File: config.mk
export PLATFORM = sky130hd
export DESIGN_NAME = out_mem_dram_writer
export DESIGN_NICKNAME = d
export VERILOG_FILES = /design/src/rtl/out_mem_dram_writer.sv
export SDC_FILE = /design/constraint.sdc
export NUM_CORES = 1
export LEC_CHECK = 0
export CELL_PAD_IN_SITES_DETAIL_PLACEMENT = 2
export CELL_PAD_IN_SITES_GLOBAL_PLACEMENT = 2
export CORE_UTILIZATION = 34
export DETAILED_ROUTE_END_ITERATION = 8
export PLACE_DENSITY_LB_ADDON = 0.1
export REMOVE_ABC_BUFFERS = 1
export SYNTH_ARGS = -nofsm -noshare
export SYNTH_HDL_FRONTEND = slang
export SYNTH_SLANG_ARGS = --single-unit
File: constraint.sdc
create_clock -name clk -period 3.55 [get_ports clk]
set_clock_uncertainty 0.2 [all_clocks]
set_input_delay 0.71 -clock clk [delete_from_list [all_inputs] [get_ports clk]]
set_output_delay 0.71 -clock clk [all_outputs]
set_load 0.005 [all_outputs]
File: src/rtl/out_mem_dram_writer.sv
// ---------------------------------------------------------------------------
// out_mem_dram_writer
//
// Reads back a completed out_mem burst (7 rows for CONV, 1 word for FC) and
// streams it to the DRAM write port with valid/ready handshaking. Keeps a
// running DRAM write pointer so consecutive bursts are packed contiguously.
//
// Ports:
//   clk, rst_n        clock, asynchronous active-low reset
//   conv_or_fc        layer type (00 CONV, 01 FC), sampled with out_buf_ready
//   out_buf_ready     1-cycle pulse: an out_mem burst is ready to be written
//   dram_base_load    load the DRAM pointer from dram_base_addr (IDLE only)
//   dram_base_addr    new DRAM pointer value
//   out_mem_rd_addr   out_mem read address
//   en_out_mem_rd     out_mem read enable (data returns on the next cycle)
//   out_mem_dout      out_mem read data
//   dram_wr_valid     DRAM write request valid
//   dram_wr_addr      DRAM write address
//   dram_wr_data      DRAM write data
//   dram_wr_ready     DRAM accepts the request when valid && ready
//   busy              burst in progress
//   wb_done           1-cycle pulse after the last word of a burst is accepted
//   overrun_err       sticky: out_buf_ready arrived while busy
// ---------------------------------------------------------------------------
module out_mem_dram_writer #(
  parameter int DATA_W      = 32,
  parameter int DRAM_ADDR_W = 32,
  parameter int ADDR_STRIDE = 4,
  parameter int CONV_BURST  = 7,
  parameter int FC_BURST    = 1
) (
  input  logic                   clk,
  input  logic                   rst_n,
  input  logic [1:0]             conv_or_fc,
  input  logic                   out_buf_ready,
  input  logic                   dram_base_load,
  input  logic [DRAM_ADDR_W-1:0] dram_base_addr,
  output logic [12:0]            out_mem_rd_addr,
  output logic                   en_out_mem_rd,
  input  logic [DATA_W-1:0]      out_mem_dout,
  output logic                   dram_wr_valid,
  output logic [DRAM_ADDR_W-1:0] dram_wr_addr,
  output logic [DATA_W-1:0]      dram_wr_data,
  input  logic                   dram_wr_ready,
  output logic                   busy,
  output logic                   wb_done,
  output logic                   overrun_err
);

  typedef enum logic [1:0] {
    IDLE  = 2'd0,
    FILL  = 2'd1,
    DRAIN = 2'd2
  } state_t;

  state_t                 state;
  logic [3:0]             burst_len;
  logic [3:0]             wr_cnt;
  logic [12:0]            rd_cnt;
  logic [DRAM_ADDR_W-1:0] dram_ptr;

  // Two-entry FIFO. The word returning from out_mem (rd_in_flight) is treated
  // as the FIFO's entry-in-waiting: when the stored part is empty it is
  // presented directly as the head, which gives the 1-cycle read latency to
  // dram_wr_valid. fifo_count + rd_in_flight never exceeds 2.
  logic [DATA_W-1:0]      fifo_mem [2];
  logic                   fifo_wptr;
  logic                   fifo_rptr;
  logic [1:0]             fifo_count;
  logic                   rd_in_flight;

  logic                   wr_fire;
  logic                   pop_stored;
  logic                   push;

  assign out_mem_rd_addr = rd_cnt;
  assign en_out_mem_rd   = (state == FILL) &&
                           ((fifo_count + {1'b0, rd_in_flight}) < 2'd2);
  assign dram_wr_valid   = (fifo_count != 2'd0) || rd_in_flight;
  assign dram_wr_data    = (fifo_count != 2'd0) ? fifo_mem[fifo_rptr] :
                           (rd_in_flight ? out_mem_dout : '0);
  assign dram_wr_addr    = dram_ptr;
  assign busy            = (state != IDLE);

  assign wr_fire    = dram_wr_valid && dram_wr_ready;
  // A handshake with nothing stored consumes the returning word directly,
  // so that word is never written into the FIFO.
  assign pop_stored = wr_fire && (fifo_count != 2'd0);
  assign push       = rd_in_flight && !(wr_fire && (fifo_count == 2'd0));

  // FIFO storage and read-in-flight tracking.
  always_ff @(posedge clk or negedge rst_n) begin
    if (!rst_n) begin
      fifo_mem[0]  <= '0;
      fifo_mem[1]  <= '0;
      fifo_wptr    <= 1'b0;
      fifo_rptr    <= 1'b0;
      fifo_count   <= 2'd0;
      rd_in_flight <= 1'b0;
    end else begin
      rd_in_flight <= en_out_mem_rd;
      if (push) begin
        fifo_mem[fifo_wptr] <= out_mem_dout;
        fifo_wptr           <= ~fifo_wptr;
      end
      if (pop_stored) begin
        fifo_rptr <= ~fifo_rptr;
      end
      fifo_count <= fifo_count + {1'b0, push} - {1'b0, pop_stored};
    end
  end

  // Burst control FSM, DRAM pointer and status flags.
  always_ff @(posedge clk or negedge rst_n) begin
    if (!rst_n) begin
      state       <= IDLE;
      burst_len   <= 4'd0;
      rd_cnt      <= 13'd0;
      wr_cnt      <= 4'd0;
      dram_ptr    <= '0;
      wb_done     <= 1'b0;
      overrun_err <= 1'b0;
    end else begin
      wb_done <= 1'b0;

      if (wr_fire) begin
        dram_ptr <= dram_ptr + DRAM_ADDR_W'(ADDR_STRIDE);
        wr_cnt   <= wr_cnt + 4'd1;
      end

      // A ready pulse while busy is dropped, only flagged.
      if (out_buf_ready && (state != IDLE)) begin
        overrun_err <= 1'b1;
      end

      case (state)
        IDLE: begin
          if (dram_base_load) begin
            dram_ptr <= dram_base_addr;
          end
          if (out_buf_ready) begin
            if (conv_or_fc == 2'b00 || conv_or_fc == 2'b01) begin
              state     <= FILL;
              burst_len <= (conv_or_fc == 2'b00) ? 4'(CONV_BURST) : 4'(FC_BURST);
              rd_cnt    <= 13'd0;
              wr_cnt    <= 4'd0;
            end else begin
              // Invalid layer type: acknowledge with wb_done, move no data.
              wb_done <= 1'b1;
            end
          end
        end

        FILL: begin
          if (en_out_mem_rd) begin
            rd_cnt <= rd_cnt + 13'd1;
            if ((rd_cnt + 13'd1) == {9'd0, burst_len}) begin
              state <= DRAIN;
            end
          end
        end

        DRAIN: begin
          // Leave on the final handshake so wb_done and !busy appear together
          // in the following cycle.
          if (wr_fire && ((wr_cnt + 4'd1) == burst_len)) begin
            state   <= IDLE;
            wb_done <= 1'b1;
          end
        end

        default: state <= IDLE;
      endcase
    end
  end

endmodule

# Yosys cells after proc, flatten, opt, wreduce, memory -nomap -nowiden

Index checks and enable logic that the tools add are counted.

Register bits: 126
Bits of input ports: 71
Word-level logic and storage cells: 87

$add $sub $neg: 6
Magnitude comparators: 4
Equal/unequal tests: 10
Mux-type cells: 30
Bitwise logic cells: 4
Reductions and logical operators: 20

Operators with widths:

| kind                    | count |
|---|---|
| $mux W32                | 9 |
| $bwmux W64              | 1 |
| $mux W13                | 3 |
| $add A32 B3 Y32 const B | 1 |
| $demux W32 S1           | 1 |
| $pmux W13 S2            | 1 |
| $mux W4                 | 4 |
| $add A13 B1 Y13 const B | 1 |
| $eq A13 B4 Y1           | 1 |
| $mux W2                 | 5 |
| $logic_and A1 B1 Y1     | 8 |
| $ne A2 B2 Y1 const B    | 4 |
| $logic_not A2 Y1        | 3 |
| $pmux W2 S3             | 1 |
| $reduce_bool A2 Y1      | 3 |
| $reduce_and A5 Y1       | 1 |
| $add A2 B1 Y2           | 2 |
| $add A4 B1 Y4 const B   | 1 |
| $eq A2 B1 Y1 const B    | 2 |
| $eq A4 B4 Y1            | 1 |
| $ge A2 B2 Y1 const B    | 2 |
| $not A1 Y2              | 2 |
| $reduce_and A4 Y1       | 1 |
| $mux W1                 | 3 |
| 11 further kinds        | 13 |

# Logic depth before layout (Yosys ltp)

Depth in word-level cells: 8
Mapped depth: 8

# Worst setup path before layout

Ideal clock, no wire load.

Path kind: register to output
Start: register fifo_count[0]
End: output dram_wr_data[10]
Arrival time: 1.350 ns
Data required time: 2.640 ns
Path slack: 1.290 ns
Stages on the path, launching flop included: 6
Cells stage by stage: dfrtp_1 nor2_1 clkbuf_1 buf_1 nand3_1 o21ai_0

Word-level cells in the longest chain between the ends: 2

Ends and longest elaborated chain:

| what                     | line | source |
|---|---|---|
| start: declaration       | 69   | `logic [1:0] fifo_count;` |
| start signal: assignment | 109  | `fifo_count <= fifo_count + {1'b0, push} - {1'b0, pop_stored};` |
| $reduce_bool A2 Y1       | 80   | `assign dram_wr_data = (fifo_count != 2'd0) ? fifo_mem[fifo_rptr] :` |
| $mux W32                 | 80   |  |
| end: declaration         | 43   | `output logic [DATA_W-1:0] dram_wr_data,` |

No other way between the ends.

# Worst setup path in the final report

Start: register fifo_rptr
End: output dram_wr_data[11]

Word-level cells in the longest chain between the ends: 5

Ends and longest elaborated chain:

| what                                        | line | source |
|---|---|---|
| start: declaration                          | 68   | `logic fifo_rptr;` |
| start signal: assignment                    | 107  | `fifo_rptr <= ~fifo_rptr;` |
| $not A1 Y2 (not written as such)            | 80   |  |
| $mux W32 (not written as such) (3 in a row) | 80   |  |
| $mux W32                                    | 80   |  |

No other way between the ends. The select of a mux whose other input is x is not followed.

==> flow_metrics.env <==
export IMPL_first_pass_iters=7
export IMPL_cpMaxStageDelayCell="dfrtp_2"
export IMPL_synth_seq_area_share_pct=48.8
export IMPL_overflow=0
export IMPL_setup_slack_ns=0.320
export IMPL_total_leakage_power_nw=3.55
export IMPL_synth_async_reset_ratio_pct=100
export IMPL_critPathMaxFanout=19
export IMPL_worst_slew_pin_slew_ns=0.951
export IMPL_route_met2_wl_mm=10.1
export IMPL_cts_buffer_depth=2
export IMPL_vdd_ir_drop_worst_mv=0.444
export IMPL_wl_met1_mm=8.75
export IMPL_setup_tns_ns=0
export IMPL_nets=833
export IMPL_power_density_nw_per_um2=963
export IMPL_netlist_area_leader_share_pct=48.8
export IMPL_h_tree_depth=4
export IMPL_drive_gt1_share_pct=16.6
export IMPL_dpl_cell_area_um2=8200
export IMPL_synth_commonest_cells="124 x dfrtp_1, 66 x mux2_2, 54 x o21ai_0"
export IMPL_routed_wl_mm=19.7
export IMPL_fin_crit_ns=3.23
export IMPL_grt_pass1_vias=6001
export IMPL_yosysWarnings=0
export IMPL_cap_violations=0
export IMPL_cts_sinks=124
export IMPL_vias_per_cell=5.32
export IMPL_diodes=0
export IMPL_vias=5313
export IMPL_critPathArrivalTime_ns=2.32
export IMPL_maxSlewHeadroom_pct=36.1
export IMPL_power_mw=8.50
export IMPL_wl_met3_um=579
export IMPL_pin_count=153
export IMPL_synthCells=609
export IMPL_yosysUniqueCellTypes=49
export IMPL_cts_made_buffers=17
export IMPL_remaining_drc_errors=10
export IMPL_dp_cells=967
export IMPL_cts_resized=0
export IMPL_wire_per_inst_um=19.7
export IMPL_synth_edf_count=0
export IMPL_insertion_delay_ns=0.41
export IMPL_ant_nets=0
export IMPL_layout_cells_non_filler=999
export IMPL_cp_cell_sequence="buf_12 > mux2i_1 > o21ai_0 > clkdlybuf4s50_1"
export IMPL_fin_area_um2=8830
export IMPL_drv_slew=0
export IMPL_setup_viol=0
export IMPL_ys_ff_latch=124
export IMPL_area_growth_pct=38.7
export IMPL_highest_layer="met4"
export IMPL_cp_slowest_stage_delay_ns=0.72
export IMPL_whs_ns=0.157
export IMPL_dp_hpwl_mm=13.4
export IMPL_crit_path_start_kind="flop"
export IMPL_yosys_top_cells_area="dfrtp_1 49%, mux2_2 12%, mux2i_1 5.0%"
export IMPL_start_util_pct=35.1
export IMPL_synth_most_common_cell="dfrtp_1"
export IMPL_required_ns=2.64
export IMPL_clk_pin_slew_ns=0.06
export IMPL_dieArea_um2=19300
export IMPL_synth_avg_cell_area_um2=10.4
export IMPL_hp_class="input port to async pin"
export IMPL_core_um2=18100
export IMPL_port_buffers=152
export IMPL_drt_initial_drc_count=179
export IMPL_pre_cts_ws_ns=0.536
export IMPL_grt_max_degree=65
export IMPL_n_fill_cell=1838
export IMPL_yosysTopAreaCell="dfrtp_1"
export IMPL_die_h_um=139
export IMPL_final_hold_viol_count=0
export IMPL_cts_hold_buf=0
export IMPL_grt_pass1_wl_mm=32.2
export IMPL_cpLargestDelayFamily="buffers and inverters"
export IMPL_antenna_found_initial=0
export IMPL_grt_setup_unrepaired="false"
export IMPL_fp_dieW_um=139
export IMPL_cts_root_buf="clkbuf_16"
export IMPL_run_status="complete, but fails checks"
export IMPL_max_freq_mhz=310
export IMPL_crit_type="flop to primary output"
export IMPL_place_congestion=0.742
export IMPL_period_share_pct=91.0
export IMPL_post_cts_setup_buffer_count=0
export IMPL_cts_tree="done"
export IMPL_violations="DRC"
export IMPL_grt_usage_pct=21.1
export IMPL_end_kind="primary output"
export IMPL_rows=49
export IMPL_ys_flop_type="dfrtp_1"
export IMPL_synth_area_um2=6360
export IMPL_crit_buf_inv=2
export IMPL_final_util_pct=48.6
[worst paths after layout]
kind                                    start               end  slack [ns]  depth (start not counted)
max in group asynchronous               rst_n      fifo_mem[48]        2.16                          2
max                                 fifo_rptr  dram_wr_data[11]        0.32                          4
min reg2reg                       overrun_err       overrun_err        0.28                          1
min in group clk                  overrun_err       overrun_err        0.28                          1
min                                     rst_n      fifo_mem[28]        0.16                          1
max reg2reg                out_mem_rd_addr[0]          state[0]        1.07                          6
[flip-flops by register name, summed over array words and instances, names as in the netlist]
signal and cells:
dram_wr_addr 32, fifo_mem 64, overrun_err 1, out_mem_rd_addr 13
rd_in_flight 1, fifo_rptr 1, fifo_count 2, state 2
burst_len 2, fifo_wptr 1, wb_done 1, wr_cnt 4
[cells in the final DEF (no fill, tap or decap), types with 3 or more instances in the layout]
cell | synthesis | routed
a21oi_1 | 34 | 34
a31oi_1 | 6 | 6
and3_1 | 8 | 8
and4_1 | 4 | 4
buf_12 | 0 | 4
buf_4 | 0 | 10
bufinv_16 | 0 | 3
clkbuf_16 | 0 | 17
clkbuf_8 | 0 | 3
clkdlybuf4s50_1 | 0 | 151
clkinv_4 | 0 | 5
dfrtp_1 | 124 | 123
ha_1 | 5 | 5
inv_1 | 5 | 5
mux2_2 | 66 | 66
mux2i_1 | 32 | 32
nand2_1 | 30 | 29
nand3_1 | 48 | 47
nand3_2 | 2 | 3
nand4_1 | 15 | 15
nor2_1 | 47 | 45
nor3_1 | 9 | 9
o21ai_0 | 54 | 54
o31ai_1 | 3 | 3
or3_1 | 7 | 7
xnor2_1 | 10 | 10
xor2_1 | 30 | 30
[report_power, final]
group / leakage (nW) / internal, mW / total, mW / switching [mW]
Combinational: 1.78 / 2.20 / 3.94 / 1.74
Clock: 0.303 / 1.17 / 1.84 / 0.672
Sequential: 1.46 / 2.08 / 2.72 / 0.643
Total: 3.55 / 5.45 / 8.50 / 3.05
[logic make-up after synthesis]
logic type      synth area share [%]
mux                             16.7
fa+ha+maj                      0.983
compound gates                  9.75
buf+inv                         2.54
xor+xnor                        5.51
flops                           48.8
simple gates                    15.7
[cell type report]
type / count / area, µm² / area share (%)
inverters: 5 / 18.8 / 0.213
clock buffers: 20 / 467 / 5.29
multi-input cells: 444 / 3120 / 35.4
repair buffers: 165 / 1670 / 18.9
flip-flops and latches: 124 / 3100 / 35.2
clock inverters: 12 / 163 / 1.84
well taps: 229 / 287 / 3.25
[worst register-to-register path, cell delays in order, from the launching register on]
cell,delay (ns)
dfrtp_1,0.46
ha_1,0.35
nand4_1,0.25
nor4_2,0.55
nand3_1,0.14
a22oi_1,0.30
a211oi_1,0.12
[routing by layer]
| metal | vias up | track usage, % |
|---|---|---|
| li1 | 2488 | - |
| met1 | 2706 | 26.6 |
| met2 | 100 | 37.1 |
| met3 | 19 | 3.52 |
| met4 | 0 | 6.55 |
| met5 | - | 0 |
No activity file was read; power rests on OpenSTA's default activity.
==> patch (same settings) <==
Set the parameter `DRAM_ADDR_W` to 36 (it was 32).
--- a/src/rtl/out_mem_dram_writer.sv
+++ b/src/rtl/out_mem_dram_writer.sv
@@ -24,7 +24,7 @@
 // ---------------------------------------------------------------------------
 module out_mem_dram_writer #(
   parameter int DATA_W      = 32,
-  parameter int DRAM_ADDR_W = 32,
+  parameter int DRAM_ADDR_W = 36,
   parameter int ADDR_STRIDE = 4,
   parameter int CONV_BURST  = 7,
   parameter int FC_BURST    = 1
Interface: changed (resized dram_base_addr and dram_wr_addr); port bits go from 153 to 161. No check against the original RTL was run, so the function may have changed too.
==> patch against the original RTL <==
  * Die area up 2.4%
  * Total power up 2.1%
  * Cell area up 2.4%
  * Sequential share of layout area up 0.29 points
  * Via count up 2.7%
  * Wire length up 3.2%
  * Sequential power up 2%
  * Area after synthesis up 2.4%
  * Register-to-register slack worse by 0.23 ns
  * Worst setup slack worse by 0.19 ns
  * Critical endpoint is now dram_wr_data[8]
  * Sequential cell count up 4
  * Synthesized cell count up 3.6%
==> patch: results (changes against the original RTL) <==
critPathArrivalTime_ns: 2.51  # +0.19 ns
grt_max_degree: 61  # -6.2%
clkCellAreaFrac: 0.0676  # -0.00373
synth_cells: 631  # +3.6%
seqCellArea_sq_um: 3200  # +3.2%
bufAreaShareNonClock: 0.193  # +0.00392
clock_sinks: 128  # +3.2%
drtIter0Drc: 121  # -32%
multi_input_area_share: 0.350  # -0.00338
layout-drive-gt1-share: 0.151  # -0.0157
place_area_sq_um: 8430  # +2.8%
coreArea_sq_um: 18800  # +3.4%
clkTransAtPathRegs_ns: 0.06  # about the same
firstDrtPassIters: 4  # -3
cpPeakStageDelay_ns: 0.59  # -0.13 ns
critPathMaxFanout: 30  # +11
num_vias: 5454  # +2.7%
yosysSeqAreaShare: 0.492  # +0.00394
layout.non_clock_inverters: 6  # +1
synthTopCellsByCount: "dfrtp_1 (128), mux2_2 (68), nor2_1 (64)"
gp_congestion: 0.744  # +0.32%
track_usage: 0.215  # +0.00314
p_per_area_nw_per_um2: 960  # -0.28%
clock_buffers: 24  # +20%
power.leakage_nw: 3.64  # +2.5%
detail_route.wl_per_cell_microns: 19.7  # about the same
via_per_inst: 5.29  # -0.53%
port_buffers: 160  # +5.3%
synth-compound-area-share: 0.0895  # -0.00804
nets: 867  # +4.1%
fill_cells: 1941  # +5.6%
multi_input_gates: 460  # +3.6%
post-place-ws_ns: 0.492  # -0.0447 ns
signal_buffers: 174  # +5.5%
grt_pass1_wl_microns: 33000  # +2.6%
dp_hpwl_microns: 14000  # +4.4%
yosys-top-cells-area: "dfrtp_1 (49%), mux2_2 (12%), mux2i_1 (4.9%)"
synthMuxAreaShare: 0.167  # -0.000459
place_inst: 1002  # +3.6%
crit_path_top_delay_cell: "clkdlybuf4s50_1"
async_reset_ff_frac: 1.00  # unchanged
tightest_slew_ns: 0.773  # -0.178 ns
layout_setup_ws_ns: 0.132  # -0.188 ns
worst_hold_slack_ns: 0.161  # +0.00353 ns
status: "finished clean"
synth_xor_area_frac: 0.0659  # +0.0108
grt_pass1_vias: 6226  # +3.7%
crit_end: "dram_wr_data[8]"
insertion_delay_ns: 0.41  # about the same
synth_cell_types: 43  # -12%
==> patch: cell count changes after synthesis, sizes merged, moves of 4 or more <==
| cell | unedited run | this run |
|---|---|---|
| xnor2 | 10 | 25 |
| a21oi | 34 | 41 |
| nor2 | 47 | 64 |
| and3 | 8 | 12 |
| nor3 | 9 | 5 |
| dfrtp | 124 | 128 |
| xor2 | 30 | 24 |
| o21ai | 54 | 47 |
==> patch: layer usage <==
layer / routed length (microns) / GRT usage
met5: 0 / 0
met4: 253 / 0.0555
met3: 646 / 0.0455
met2: 10800 / 0.397
met1: 8630 / 0.250
==> patch: critical path: cells and delay by family, from the launching register on <==
kind | cells | cell delay [ns]
flops | 1 | 0.40
mux | 1 | 0.19
buf+inv | 2 | 1.08
compound gates | 1 | 0.41
==> patch: report_power, final <==
part,internal (W),switching [W]
Clock,0.00122,0.000624
Combinational,0.00223,0.00183
Sequential,0.00215,0.000622
Total,0.00560,0.00307
